`src/rtl/nrisc_mem_arbiter_if.sv`:
```
// Request/response bundle between two requesters (fetch, data), the arbiter and one memory port.
// slave = arbiter view, master = requesters plus memory model.
interface nrisc_mem_arbiter_if #(
  parameter int TAM = 16
);
  logic           if_req;
  logic [TAM-1:0] if_addr;
  logic           if_ack;
  logic [TAM-1:0] if_rdata;
  logic           d_req;
  logic           d_we;
  logic [TAM-1:0] d_addr;
  logic [TAM-1:0] d_wdata;
  logic           d_ack;
  logic [TAM-1:0] d_rdata;
  logic           err;
  logic           mem_req;
  logic           mem_we;
  logic [TAM-1:0] mem_addr;
  logic [TAM-1:0] mem_wdata;
  logic [TAM-1:0] mem_rdata;
  logic           mem_ack;

  modport slave (
    input  if_req, if_addr, d_req, d_we, d_addr, d_wdata, mem_rdata, mem_ack,
    output if_ack, if_rdata, d_ack, d_rdata, err, mem_req, mem_we, mem_addr, mem_wdata
  );

  modport master (
    output if_req, if_addr, d_req, d_we, d_addr, d_wdata, mem_rdata, mem_ack,
    input  if_ack, if_rdata, d_ack, d_rdata, err, mem_req, mem_we, mem_addr, mem_wdata
  );
endinterface

```
`src/rtl/nrisc_mem_arbiter.sv`:
```
// Fetch/data arbiter onto one memory port: IDLE -> BUSY -> RESP, min 3 cycles per transfer.
// Data has priority; fetch wins after STARVE_MAX consecutive losses. BUSY times out after TIMEOUT cycles.
module nrisc_mem_arbiter #(
  parameter int TAM        = 16,
  parameter int STARVE_MAX = 2,
  parameter int TIMEOUT    = 15
) (
  input logic                clk,
  input logic                rst,
  nrisc_mem_arbiter_if.slave bus
);
  localparam int SW = (STARVE_MAX < 1) ? 1 : $clog2(STARVE_MAX + 1);
  localparam int TW = (TIMEOUT < 2) ? 1 : $clog2(TIMEOUT + 1);

  typedef enum logic [1:0] {IDLE, BUSY, RESP} state_t;

  state_t         state_q, state_d;
  logic           owner_q, owner_d;  // 1 = data port owns the transfer
  logic [SW-1:0]  starve_q, starve_d;
  logic [TW-1:0]  tcnt_q, tcnt_d;
  logic           mem_req_q, mem_req_d;
  logic           mem_we_q, mem_we_d;
  logic [TAM-1:0] mem_addr_q, mem_addr_d;
  logic [TAM-1:0] mem_wdata_q, mem_wdata_d;
  logic           if_ack_q, if_ack_d;
  logic           d_ack_q, d_ack_d;
  logic           err_q, err_d;
  logic [TAM-1:0] if_rdata_q, if_rdata_d;
  logic [TAM-1:0] d_rdata_q, d_rdata_d;
  logic           grant_if;
  logic           timed_out;

  always_comb begin
    state_d     = state_q;
    owner_d     = owner_q;
    starve_d    = starve_q;
    tcnt_d      = tcnt_q;
    mem_req_d   = mem_req_q;
    mem_we_d    = mem_we_q;
    mem_addr_d  = mem_addr_q;
    mem_wdata_d = mem_wdata_q;
    if_rdata_d  = if_rdata_q;
    d_rdata_d   = d_rdata_q;
    if_ack_d    = 1'b0;
    d_ack_d     = 1'b0;
    err_d       = 1'b0;
    grant_if    = 1'b0;
    timed_out   = 1'b0;

    case (state_q)
      IDLE: begin
        if (bus.if_req || bus.d_req) begin
          grant_if = bus.if_req && (!bus.d_req || starve_q == SW'(STARVE_MAX));
          if (grant_if) begin
            owner_d     = 1'b0;
            mem_we_d    = 1'b0;
            mem_addr_d  = bus.if_addr;
            mem_wdata_d = '0;
            starve_d    = '0;
          end else begin
            owner_d     = 1'b1;
            mem_we_d    = bus.d_we;
            mem_addr_d  = bus.d_addr;
            mem_wdata_d = bus.d_wdata;
            if (bus.if_req && starve_q != SW'(STARVE_MAX))
              starve_d = starve_q + SW'(1);
          end
          mem_req_d = 1'b1;
          tcnt_d    = '0;
          state_d   = BUSY;
        end
      end

      BUSY: begin
        tcnt_d = tcnt_q + TW'(1);
        // A memory ack landing on the final timeout cycle still counts as success.
        if (bus.mem_ack || tcnt_q == TW'(TIMEOUT - 1)) begin
          timed_out = !bus.mem_ack;
          if (owner_q) begin
            d_ack_d = 1'b1;
            if (timed_out)      d_rdata_d = '1;
            else if (!mem_we_q) d_rdata_d = bus.mem_rdata;
          end else begin
            if_ack_d = 1'b1;
            if (timed_out)      if_rdata_d = '1;
            else if (!mem_we_q) if_rdata_d = bus.mem_rdata;
          end
          err_d       = timed_out;
          mem_req_d   = 1'b0;
          mem_we_d    = 1'b0;
          mem_addr_d  = '0;
          mem_wdata_d = '0;
          state_d     = RESP;
        end
      end

      RESP:    state_d = IDLE;
      default: state_d = IDLE;
    endcase
  end

  always_ff @(posedge clk or negedge rst) begin
    if (!rst) begin
      state_q     <= IDLE;
      owner_q     <= 1'b0;
      starve_q    <= '0;
      tcnt_q      <= '0;
      mem_req_q   <= 1'b0;
      mem_we_q    <= 1'b0;
      mem_addr_q  <= '0;
      mem_wdata_q <= '0;
      if_ack_q    <= 1'b0;
      d_ack_q     <= 1'b0;
      err_q       <= 1'b0;
      if_rdata_q  <= '0;
      d_rdata_q   <= '0;
    end else begin
      state_q     <= state_d;
      owner_q     <= owner_d;
      starve_q    <= starve_d;
      tcnt_q      <= tcnt_d;
      mem_req_q   <= mem_req_d;
      mem_we_q    <= mem_we_d;
      mem_addr_q  <= mem_addr_d;
      mem_wdata_q <= mem_wdata_d;
      if_ack_q    <= if_ack_d;
      d_ack_q     <= d_ack_d;
      err_q       <= err_d;
      if_rdata_q  <= if_rdata_d;
      d_rdata_q   <= d_rdata_d;
    end
  end

  assign bus.mem_req   = mem_req_q;
  assign bus.mem_we    = mem_we_q;
  assign bus.mem_addr  = mem_addr_q;
  assign bus.mem_wdata = mem_wdata_q;
  assign bus.if_ack    = if_ack_q;
  assign bus.d_ack     = d_ack_q;
  assign bus.err       = err_q;
  assign bus.if_rdata  = if_rdata_q;
  assign bus.d_rdata   = d_rdata_q;
endmodule
```
`src/flat_wrapper.sv`:
```
// flat-port wrapper written by rule: the top's interface ports become plain ports
module nrisc_mem_arbiter_flat 
#(
  parameter int TAM        = 16,
  parameter int STARVE_MAX = 2,
  parameter int TIMEOUT    = 15
)
  (clk, rst, bus_if_req, bus_if_addr, bus_d_req, bus_d_we, bus_d_addr, bus_d_wdata, bus_mem_rdata, bus_mem_ack, bus_if_ack, bus_if_rdata, bus_d_ack, bus_d_rdata, bus_err, bus_mem_req, bus_mem_we, bus_mem_addr, bus_mem_wdata);
  nrisc_mem_arbiter_if #(.TAM(TAM)) bus_i ();
  input logic clk;
  input logic rst;
  input wire logic [$bits(bus_i.if_req)-1:0] bus_if_req;
  input wire logic [$bits(bus_i.if_addr)-1:0] bus_if_addr;
  input wire logic [$bits(bus_i.d_req)-1:0] bus_d_req;
  input wire logic [$bits(bus_i.d_we)-1:0] bus_d_we;
  input wire logic [$bits(bus_i.d_addr)-1:0] bus_d_addr;
  input wire logic [$bits(bus_i.d_wdata)-1:0] bus_d_wdata;
  input wire logic [$bits(bus_i.mem_rdata)-1:0] bus_mem_rdata;
  input wire logic [$bits(bus_i.mem_ack)-1:0] bus_mem_ack;
  output wire logic [$bits(bus_i.if_ack)-1:0] bus_if_ack;
  output wire logic [$bits(bus_i.if_rdata)-1:0] bus_if_rdata;
  output wire logic [$bits(bus_i.d_ack)-1:0] bus_d_ack;
  output wire logic [$bits(bus_i.d_rdata)-1:0] bus_d_rdata;
  output wire logic [$bits(bus_i.err)-1:0] bus_err;
  output wire logic [$bits(bus_i.mem_req)-1:0] bus_mem_req;
  output wire logic [$bits(bus_i.mem_we)-1:0] bus_mem_we;
  output wire logic [$bits(bus_i.mem_addr)-1:0] bus_mem_addr;
  output wire logic [$bits(bus_i.mem_wdata)-1:0] bus_mem_wdata;
  assign bus_i.if_req = bus_if_req;
  assign bus_i.if_addr = bus_if_addr;
  assign bus_i.d_req = bus_d_req;
  assign bus_i.d_we = bus_d_we;
  assign bus_i.d_addr = bus_d_addr;
  assign bus_i.d_wdata = bus_d_wdata;
  assign bus_i.mem_rdata = bus_mem_rdata;
  assign bus_i.mem_ack = bus_mem_ack;
  assign bus_if_ack = bus_i.if_ack;
  assign bus_if_rdata = bus_i.if_rdata;
  assign bus_d_ack = bus_i.d_ack;
  assign bus_d_rdata = bus_i.d_rdata;
  assign bus_err = bus_i.err;
  assign bus_mem_req = bus_i.mem_req;
  assign bus_mem_we = bus_i.mem_we;
  assign bus_mem_addr = bus_i.mem_addr;
  assign bus_mem_wdata = bus_i.mem_wdata;
  nrisc_mem_arbiter #(.TAM(TAM), .STARVE_MAX(STARVE_MAX), .TIMEOUT(TIMEOUT)) u_core (.clk(clk), .rst(rst), .bus(bus_i));
endmodule
```
`config.mk`:
```
export PLATFORM = sky130hd
export DESIGN_NAME = nrisc_mem_arbiter_flat
export DESIGN_NICKNAME = d
export VERILOG_FILES = /design/src/rtl/nrisc_mem_arbiter_if.sv /design/src/rtl/nrisc_mem_arbiter.sv /design/src/flat_wrapper.sv
export SDC_FILE = /design/constraint.sdc
export NUM_CORES = 1
export LEC_CHECK = 0
export ABC_AREA = 0
export BUFFER_PORTS_ARGS = -buffer_cell sky130_fd_sc_hd__clkbuf_2
export CAP_MARGIN = 10
export CORE_MARGIN = 2
export CORE_UTILIZATION = 30
export DETAILED_ROUTE_END_ITERATION = 10
export PLACE_DENSITY = 0.66
export SETUP_SLACK_MARGIN = 0.5
export SLEW_MARGIN = 20
export SYNTH_ARGS = -nofsm -noshare
export SYNTH_HDL_FRONTEND = slang
export SYNTH_SLANG_ARGS = --single-unit
```
`constraint.sdc`:
```
create_clock -name clk -period 1.9 [get_ports clk]
set_input_delay 0.285 -clock clk [delete_from_list [all_inputs] [get_ports clk]]
set_output_delay 0.285 -clock clk [all_outputs]
set_load 0.03 [all_outputs]
```
==> results.json, run 1 <==
{
  "portBuffers": 138,
  "vias": 2734,
  "fin_setup_tns_ps": 0,
  "min_to": "u_core.bus.mem_wdata[10]$_DFFE_PN0P_",
  "finalHoldViolCount": 0,
  "antenna_cells": 0,
  "gr-total-overflow": 0,
  "synth_cell_types": 36,
  "post_drt_wl_per_cell_um": 15.7,
  "cp_data_required_time_ps": 2130,
  "dr.pass1.iters": 4,
  "worst_slew_pin_slew_ps": 505,
  "clock-root-buffer": "clkbuf_8",
  "multi_input_area_um2": 1400,
  "drc_errors": 0,
  "leakagePower_nw": 2.29,
  "status": "finished, final reports clean",
  "min_period_over_period_pct": 84.0,
  "setup_viol": 0,
  "ys.flop_type": "dfrtp_1",
  "clk_pin_slew_ps": 80,
  "grt_max_degree": 43,
  "fin_nets": 488,
  "cp-start-kind": "register",
  "grt_pass1_vias": 2655,
  "gp_congestion": 0.768,
  "path_buf_inv": 3,
  "grt_usage_pct": 13.9,
  "area_delta_synth_final_pct": 45.4,
  "end_kind": "register",
  "htreeDepth": 3,
  "hold_start": "bus_d_wdata[10]",
  "max-cap-violations": 0,
  "max_freq_mhz": 627,
  "yosysSeqAreaShare_pct": 60.4,
  "slew_viol_final": 0,
  "rsz0062_at_grt": "true",
  "layout-drive-gt1-share_pct": 53.8,
  "ys_async_sr_fraction_pct": 100,
  "crit_type": "reg -> reg",
  "ir_worst_vdd_uv": 644,
  "synth_nets": 332,
  "synth_cells": 259,
  "dp_hpwl_um": 5560,
  "yosysWarnings": 0,
  "fp-row-count": 37,
  "numCtsBuffers": 9,
  "clk_latency_ps": 340,
  "fin_crit_ps": 1600,
  "cp_top_family": "flip-flops",
  "stdcell_count": 556,
  "grt_pass1_wl_um": 12700,
  "dp_cells": 524,
  "initial_utilization_pct": 31.2,
  "dieArea_um2": 11600,
  "fill_cells": 975,
  "rrSetupSlack_ps": 300,
  "drtIter0Drc": 118,
  "numClockSinks": 78,
  "ys_ff_latch": 78,
  "viasPerCell": 4.92,
  "critical_path.slowest_cell": "dfrtp_1",
  "regArea_um2": 1950,
  "cp_cell_sequence": "inv_1 -> ha_2 -> a31oi_4 -> buf_12 -> nor2_8 -> nor2b_4 -> buf_6 -> a22o_1",
  "cts_tree": "built",
  "arrival_ps": 1830,
  "final.setup_skew_ps": 8.15,
  "min_path_cells": 2,
  "crit_path_max_fanout": 9,
  "rr_startpoint": "u_core.tcnt_q[0]$_DFFE_PN0P_",
  "die_h_um": 108,
  "antenna_found_initial": 0,
  "drtAntennaViolNets": 0,
  "power_density_nw_per_um2": 1810,
  "io_pins": 139,
  "synth_edf_count": 0,
  "maxSlewHeadroom_pct": 66.3,
  "drt_wl_total_um": 8740,
  "die_w_um": 108,
  "core_region_area_um2": 10400,
  "worstHoldPathType": "in -> reg",
  "max_stage_delay_ps": 390,
  "r2r-end": "u_core.bus.mem_wdata[11]$_DFFE_PN0P_",
  "syn_area_um2": 3230,
  "r2r_cells": 8,
  "clockBufferDepth": 2,
  "synth_area_per_cell_um2": 12.5
}
## cells in the final DEF, fill, tap and decap left out, drive strengths merged, types with 2 or more instances in the layout
master    count
nor3          4
o21ai         3
clkbuf      150
a21o          3
and3          3
clkinv        2
nand2        24
o22ai        16
buf          20
ha            3
nor2         11
inv           2
nor3b         2
o31ai         2
a22o         19
nand2b        3
clkinvlp      2
mux2i        16
o22a         18
dfrtp        78
a21oi        29
## flip-flops by register name, indices dropped and copies added (netlist names), 2 cells and up
| signal | count |
|---|---|
| u_core.tcnt_q | 4 |
| u_core.starve_q | 2 |
| u_core.state_q | 2 |
| u_core.bus.mem_addr | 16 |
| u_core.bus.if_rdata | 16 |
| u_core.bus.d_rdata | 16 |
| u_core.bus.mem_wdata | 16 |
## power breakdown
part	switching (mW)	internal, mW	leakage (nW)
Clock	0.611	0.644	0.0955
Sequential	0.506	2.39	0.925
Combinational	2.74	1.60	1.27
Total	3.86	4.63	2.29
## metrics by stage
| step | setup WS (ps) | power (mW) | instance area (µm²) | hold slack (ps) | util (%) |
|---|---|---|---|---|---|
| final | 305 | 8.49 | 4700 | 157 | 45.3 |
| after global routing | 244 | 9.01 | 4700 | 149 | 45.3 |
| after CTS | 362 | 8.14 | 4440 | 141 | 42.9 |
| after detailed placement | 209 | 6.73 | 4110 | 289 | 39.6 |
| after global placement | 232 | 6.64 | 4110 | 281 | 39.6 |
| after floorplan | 264 | 5.64 | 3300 | -10.6 | - |
## synth_stat cells, types with 2 or more instances
| library cell | n | area share, % |
|---|---|---|
| a21o_1 | 3 | 0.70 |
| a21oi_1 | 28 | 4.3 |
| a22o_1 | 19 | 5.2 |
| and3_1 | 2 | 0.39 |
| buf_2 | 3 | 0.46 |
| buf_4 | 2 | 0.46 |
| buf_6 | 5 | 1.7 |
| clkbuf_1 | 6 | 0.70 |
| dfrtp_1 | 78 | 60 |
| ha_1 | 3 | 1.2 |
| inv_1 | 2 | 0.23 |
| mux2i_1 | 16 | 5.0 |
| nand2_1 | 23 | 2.7 |
| nand2b_1 | 2 | 0.39 |
| nor2_1 | 10 | 1.2 |
| nor3_1 | 3 | 0.46 |
| o21ai_0 | 2 | 0.31 |
| o22a_1 | 18 | 4.9 |
| o22ai_1 | 16 | 3.1 |
| o31ai_1 | 2 | 0.46 |
## worst max path at each step
| stage | startpoint | end | slack, ps | depth (start not counted) |
|---|---|---|---|---|
| CTS | u_core.tcnt_q[0]$_DFFE_PN0P_ | u_core.bus.d_rdata[1]$_DFFE_PN0P_ | 360 | 7 |
| floorplan | u_core.tcnt_q[0]$_DFFE_PN0P_ | u_core.bus.d_rdata[0]$_DFFE_PN0P_ | 260 | 7 |
| global placement | u_core.tcnt_q[0]$_DFFE_PN0P_ | u_core.bus.if_rdata[0]$_DFFE_PN0P_ | 230 | 5 |
| detailed placement | u_core.tcnt_q[0]$_DFFE_PN0P_ | u_core.bus.if_rdata[2]$_DFFE_PN0P_ | 210 | 5 |
| finish | u_core.tcnt_q[0]$_DFFE_PN0P_ | u_core.bus.mem_wdata[11]$_DFFE_PN0P_ | 300 | 8 |
| global route | u_core.tcnt_q[0]$_DFFE_PN0P_ | u_core.bus.d_rdata[14]$_DFFE_PN0P_ | 240 | 8 |
## area by class of cell
cell class                 count  share of cell area [%]
inverter                       2                   0.160
clock inverter                 5                    1.25
tap                          136                    3.62
timing repair buffer         160                    20.7
sequential                    78                    41.5
clock buffer                  11                    3.01
multi-input combinational    164                    29.7
## kinds of logic (layout without fill, tap and decap cells)
family                   Yosys count  count (layout)  share of synthesized area, %
AO/OA/AOI/OAI                     92              92                          20.4
AND/OR/NAND/NOR                   50              52                          8.99
multiplexers                      17              17                          5.31
adder cells (fa/ha/maj)            3               3                          1.16
flip-flops                        78              78                          60.4
buffers and inverters             19             178                          3.72
## per-layer routing
layer	vias to the layer above	wire [µm]	track usage, %
li1	1276	-	-
met4	0	108	4.76
met3	12	531	3.27
met5	-	0	0
met2	90	4380	23.5
met1	1356	3720	17.3
## what timing repair did
item,in CTS,in global routing
pin swaps,3,11
hold buffers,1,0
gates resized for setup,16,33
setup endpoints to repair,68,68
endpoints found under the hold margin,36,0
buffers inserted,6,3
cloned,1,5
Power figures use the tool's default switching activity.
==> inputs of run 2 (changes only) <==
PLACE_DENSITY = 0.68   (was 0.66)
clock period = 1.4 ns   (was 1.9 ns; I/O delays follow)
==> run 2 against run 1 <==
  * The flow now finishes with violations (setup timing)
  * Combinational power rose by 120%
  * Global-route usage is 2.6 points higher
  * Cell area increased by 30%
  * Worst setup slack got worse by 470 ps
  * Largest power group unchanged
==> results.json, run 2 (synthesis gave the netlist of run 1 again) <==
{
  "status": "complete, but fails checks",
  "violations": "setup timing",
  "rrSetupSlack_ps": -170,
  "grt_max_degree": 34,
  "rr_startpoint": "u_core.tcnt_q[0]$_DFFE_PN0P_",
  "arrival_ps": 1810,
  "drt_wl_total_um": 10200,
  "final.setup_skew_ps": 10.5,
  "gr-total-overflow": 0,
  "min_to": "u_core.bus.mem_wdata[3]$_DFFE_PN0P_",
  "portBuffers": 138,
  "io_pins": 139,
  "drc_errors": 0,
  "clk_pin_slew_ps": 80,
  "place_area_um2": 4330,
  "post_drt_wl_per_cell_um": 16.7,
  "drtIter0Drc": 104,
  "r2r_cells": 8,
  "final_area_um2": 6110,
  "power_density_nw_per_um2": 2500,
  "grt_pass1_wl_um": 14700,
  "worst_slew_pin_slew_ps": 339,
  "worstHoldPathType": "in -> reg",
  "dp_hpwl_um": 5830,
  "fin_nets": 544,
  "antenna_found_initial": 0,
  "gp_congestion": 0.700,
  "numCtsBuffers": 9,
  "cp_data_required_time_ps": 1640,
  "dr.pass1.iters": 4,
  "drtAntennaViolNets": 0,
  "fin_setup_tns_ps": -7640,
  "cp_cell_sequence": "inv_1 -> ha_2 -> a31oi_4 -> buf_12 -> nor2_8 -> nor2b_4 -> clkbuf_16 -> a22o_1",
  "clock-root-buffer": "clkbuf_8",
  "antenna_cells": 0,
  "viasPerCell": 4.87,
  "clockBufferDepth": 2,
  "grt_usage_pct": 16.5,
  "htreeDepth": 3,
  "grt_pass1_vias": 2979,
  "die_h_um": 108,
  "finalHoldViolCount": 0,
  "r2r-end": "u_core.bus.mem_wdata[15]$_DFFE_PN0P_",
  "end_kind": "register",
  "leakagePower_nw": 2.86,
  "maxSlewHeadroom_pct": 77.4,
  "cts_tree": "built",
  "numClockSinks": 78,
  "area_delta_synth_final_pct": 89.1,
  "critical_path.slowest_cell": "dfrtp_1",
  "hold_start": "bus_d_wdata[3]",
  "initial_utilization_pct": 31.2,
  "path_buf_inv": 3,
  "rsz0062_at_grt": "true",
  "final_cell_mix": "dfrtp_1, buf_8, clkbuf_2",
  "min_path_cells": 2,
  "crit_start": "u_core.tcnt_q[0]$_DFFE_PN0P_",
  "ir_worst_vdd_uv": 1040,
  "max_freq_mhz": 637,
  "die_w_um": 108,
  "dieArea_um2": 11600,
  "setup_viol": 68,
  "crit_type": "reg -> reg",
  "fin_ws_ps": -169,
  "layout_commonest_cell": "dfrtp_1",
  "slew_viol_final": 0,
  "crit_path_max_fanout": 8,
  "cp-start-kind": "register",
  "min_period_over_period_pct": 112,
  "layout-drive-gt1-share_pct": 62.2,
  "max_stage_delay_ps": 380,
  "clk_latency_ps": 340,
  "fin_crit_ps": 1570,
  "vias": 2978,
  "cp_top_family": "flip-flops",
  "core_region_area_um2": 10400,
  "max-cap-violations": 0,
  "fp-row-count": 37
}
[run 2: worst max path at each step]
stage,depth (start not counted),to
6_report,8,u_core.bus.mem_wdata[15]$_DFFE_PN0P_
5_1_grt,8,u_core.bus.mem_wdata[2]$_DFFE_PN0P_
4_1_cts,8,u_core.bus.d_rdata[11]$_DFFE_PN0P_
3_5_place_dp,6,u_core.bus.mem_wdata[0]$_DFFE_PN0P_
3_3_place_gp,6,u_core.bus.mem_wdata[3]$_DFFE_PN0P_
2_1_floorplan,7,u_core.bus.d_rdata[0]$_DFFE_PN0P_
[run 2: routing by layer]
metal | global-route usage [%] | routed length (µm) | vias up
li1 | - | - | 1387
met1 | 19.4 | 4020 | 1489
met2 | 28.6 | 5620 | 93
met3 | 5.57 | 506 | 9
met4 | 4.67 | 97 | 0
met5 | 0 | 0 | -
[run 2: repair_timing]
item | 4_1_cts | 5_1_grt
gates cloned | 4 | 6
pin swaps | 8 | 18
endpoints found under the hold margin | 20 | 0
buffers inserted | 22 | 21
setup endpoints to repair | 147 | 151
resized for setup | 167 | 111
hold buffers | 1 | 0
[run 2: stage by stage]
stage	worst slack, ps	total power, mW	hold WS, ps	std cells	utilization (%)
2_1_floorplan	-235	7.78	-85.6	259	-
3_3_place_gp	-275	9.37	119	542	41.7
3_5_place_dp	-343	9.52	122	542	41.7
4_1_cts	-179	13.5	52.2	585	53.2
5_1_grt	-233	16.1	41.4	612	58.9
6_report	-169	15.3	76.7	612	58.9
[run 2: final cells by class]
class	instances	area (µm²)
repair buffers	215	2220
fillers	827	4260
flip-flops and latches	78	1950
clock buffers	10	128
inverters	2	7.51
multi-input cells	165	1560
well taps	136	170
clock inverters	6	70.1
[run 2: power by group]
group | switching (mW) | internal, mW | total [mW]
clock | 0.861 | 0.834 | 1.69
combinational | 4.37 | 5.04 | 9.41
sequential | 0.928 | 3.25 | 4.18
total | 6.16 | 9.13 | 15.3
==> inputs of run 3 (changes only) <==
CAP_MARGIN = 20   (was 10)
CTS_CLUSTER_SIZE = 40   (was unset)
PLACE_DENSITY = 0.66   (was 0.68)
clock period = 1.8 ns   (was 1.4 ns; I/O delays follow)
==> run 3 against run 2 <==
  * The run now ends clean
  * Sequential cell count did not move
  * Cell area down 23%
  * Largest cell class is now flip-flops and latches
  * Critical path type unchanged
  * Critical endpoint unchanged
  * First-iteration DRC count up 45%
  * Highest routed layer unchanged
  * Wire length fell by 19%
  * Non-clock buffer count is 48 lower
  * Sequential share of layout area rose by 9.3 points
==> results.json, run 3 (synthesis gave the netlist of run 1 again) <==
{
  "status": "finished, final reports clean",
  "clockBufferDepth": 2,
  "cts_tree": "built",
  "worst_slew_pin_slew_ps": 421,
  "fin_crit_ps": 1580,
  "cp_cell_sequence": "inv_1 -> ha_2 -> a31oi_4 -> buf_12 -> nor2_8 -> nor2b_4 -> buf_12 -> a22o_1",
  "r2r_cells": 8,
  "power_density_nw_per_um2": 1910,
  "cp_top_family": "flip-flops",
  "regArea_um2": 1950,
  "max_freq_mhz": 631,
  "drtAntennaViolNets": 0,
  "leakagePower_nw": 2.31,
  "drt-met1-wl_um": 3540,
  "layout-drive-gt1-share_pct": 52.3,
  "ir_worst_vdd_uv": 841,
  "drtIter0Drc": 151,
  "drc_errors": 0,
  "finalPower_mw": 9.02,
  "numClockSinks": 78,
  "critical_path.slowest_cell": "dfrtp_1",
  "final_cell_mix": "clkbuf_2, dfrtp_1, nand2_1",
  "initial_utilization_pct": 31.2,
  "end_kind": "register",
  "maxSlewHeadroom_pct": 71.9,
  "crit_path_max_fanout": 17,
  "vias": 2675,
  "wl_met3_um": 455,
  "portBuffers": 138,
  "dr.pass1.iters": 4,
  "fin_ws_ps": 216,
  "dieArea_um2": 11600,
  "worstHoldPathType": "in -> reg",
  "cp-start-kind": "register",
  "clk_latency_ps": 350,
  "viasPerCell": 4.76,
  "grt_pass1_vias": 2764,
  "layout_commonest_cell": "clkbuf_2",
  "die_h_um": 108,
  "min_path_cells": 2,
  "min_to": "u_core.bus.mem_wdata[0]$_DFFE_PN0P_",
  "min_period_over_period_pct": 88.0,
  "dp_worst_setup_slack_ps": -25.2,
  "numCtsBuffers": 9,
  "dp_hpwl_um": 5540,
  "rr_startpoint": "u_core.tcnt_q[0]$_DFFE_PN0P_",
  "fin_nets": 494,
  "area_delta_synth_final_pct": 46.4,
  "htreeDepth": 3,
  "rsz0062_at_grt": "true",
  "finalHoldViolCount": 0,
  "grt_pass1_wl_um": 13300,
  "multi_input_area_um2": 1330,
  "topRoutingLayerUsed": "met4",
  "io_pins": 139,
  "grt_usage_pct": 14.7,
  "slew_viol_final": 0,
  "gp_congestion": 0.720,
  "post_drt_wl_per_cell_um": 14.7,
  "hold_start": "bus_d_wdata[0]",
  "final.setup_skew_ps": 9.87,
  "rrSetupSlack_ps": 220,
  "fp-row-count": 37,
  "core_region_area_um2": 10400,
  "fill_cells": 990,
  "setup_viol": 0,
  "drt_wl_total_um": 8260,
  "r2r-end": "u_core.bus.mem_wdata[15]$_DFFE_PN0P_",
  "critPathMostFrequentCell": "buf_12",
  "met2_wirelength_um": 4160,
  "antenna_cells": 0,
  "arrival_ps": 1820,
  "max_stage_delay_ps": 400,
  "crit_type": "reg -> reg",
  "cp_data_required_time_ps": 2030,
  "path_buf_inv": 3,
  "clk_pin_slew_ps": 90,
  "die_w_um": 108,
  "gr-total-overflow": 0,
  "antenna_found_initial": 0,
  "grt_max_degree": 79,
  "max-cap-violations": 0,
  "clock-root-buffer": "clkbuf_8"
}
run 3: cell type report:
| type | instances | area share, % |
|---|---|---|
| clock buffers | 10 | 2.70 |
| clock inverters | 6 | 1.48 |
| inverters | 2 | 0.159 |
| multi-input cells | 163 | 28.1 |
| flip-flops and latches | 78 | 41.3 |
| well taps | 136 | 3.60 |
| repair buffers | 167 | 22.6 |
run 3: worst max-delay path by stage:
stage | start | end | slack [ps] | depth (start not counted)
floorplan | u_core.tcnt_q[0]$_DFFE_PN0P_ | u_core.bus.d_rdata[0]$_DFFE_PN0P_ | 160 | 7
global placement | u_core.tcnt_q[0]$_DFFE_PN0P_ | u_core.bus.mem_wdata[11]$_DFFE_PN0P_ | 40 | 6
detailed placement | u_core.tcnt_q[0]$_DFFE_PN0P_ | u_core.bus.mem_wdata[13]$_DFFE_PN0P_ | -30 | 6
CTS | u_core.tcnt_q[0]$_DFFE_PN0P_ | u_core.bus.d_rdata[12]$_DFFE_PN0P_ | 260 | 8
global route | u_core.tcnt_q[0]$_DFFE_PN0P_ | u_core.bus.d_rdata[11]$_DFFE_PN0P_ | 160 | 8
finish | u_core.tcnt_q[0]$_DFFE_PN0P_ | u_core.bus.mem_wdata[15]$_DFFE_PN0P_ | 220 | 8
run 3: per-layer routing:
metal / track usage, % / vias to the layer above
met4: 5.13 / 0
met1: 18.1 / 1300
li1: - / 1280
met2: 25.0 / 84
met5: 0 / -
met3: 3.51 / 11
run 3: worst register-to-register path, delay by kind of cell (launching register included):
family | cells | cell delay, ps
DFF | 1 | 400
buffers and inverters | 3 | 360
adders and majority gates | 1 | 200
AOI/OAI and AO/OA | 2 | 330
and+or+nand+nor | 2 | 180
run 3: stage by stage:
step | util, % | cell area [µm²] | hold slack, ps | std cells | setup TNS [ps]
2_1_floorplan | - | 3340 | -25.6 | 259 | 0
3_3_place_gp | 40.4 | 4190 | 323 | 528 | 0
3_5_place_dp | 40.4 | 4190 | 340 | 528 | -245
4_1_cts | 44.8 | 4640 | 115 | 559 | 0
5_1_grt | 45.6 | 4730 | 115 | 562 | 0
6_report | 45.6 | 4730 | 136 | 562 | 0
run 3: timing repair:
| item | 4_1_cts | 5_1_grt |
|---|---|---|
| cloned | 2 | 1 |
| hold buffers | 1 | 0 |
| endpoints found under the hold margin | 78 | 0 |
| setup endpoints to repair | 70 | 73 |
| gates resized for setup | 21 | 12 |
| buffers inserted | 12 | 2 |
| pin swaps | 5 | 7 |
run 3: where the power goes:
part	internal [mW]	leakage [nW]	switching, mW
Combinational	1.81	1.30	2.84
Sequential	2.52	0.923	0.508
Clock	0.651	0.0895	0.684
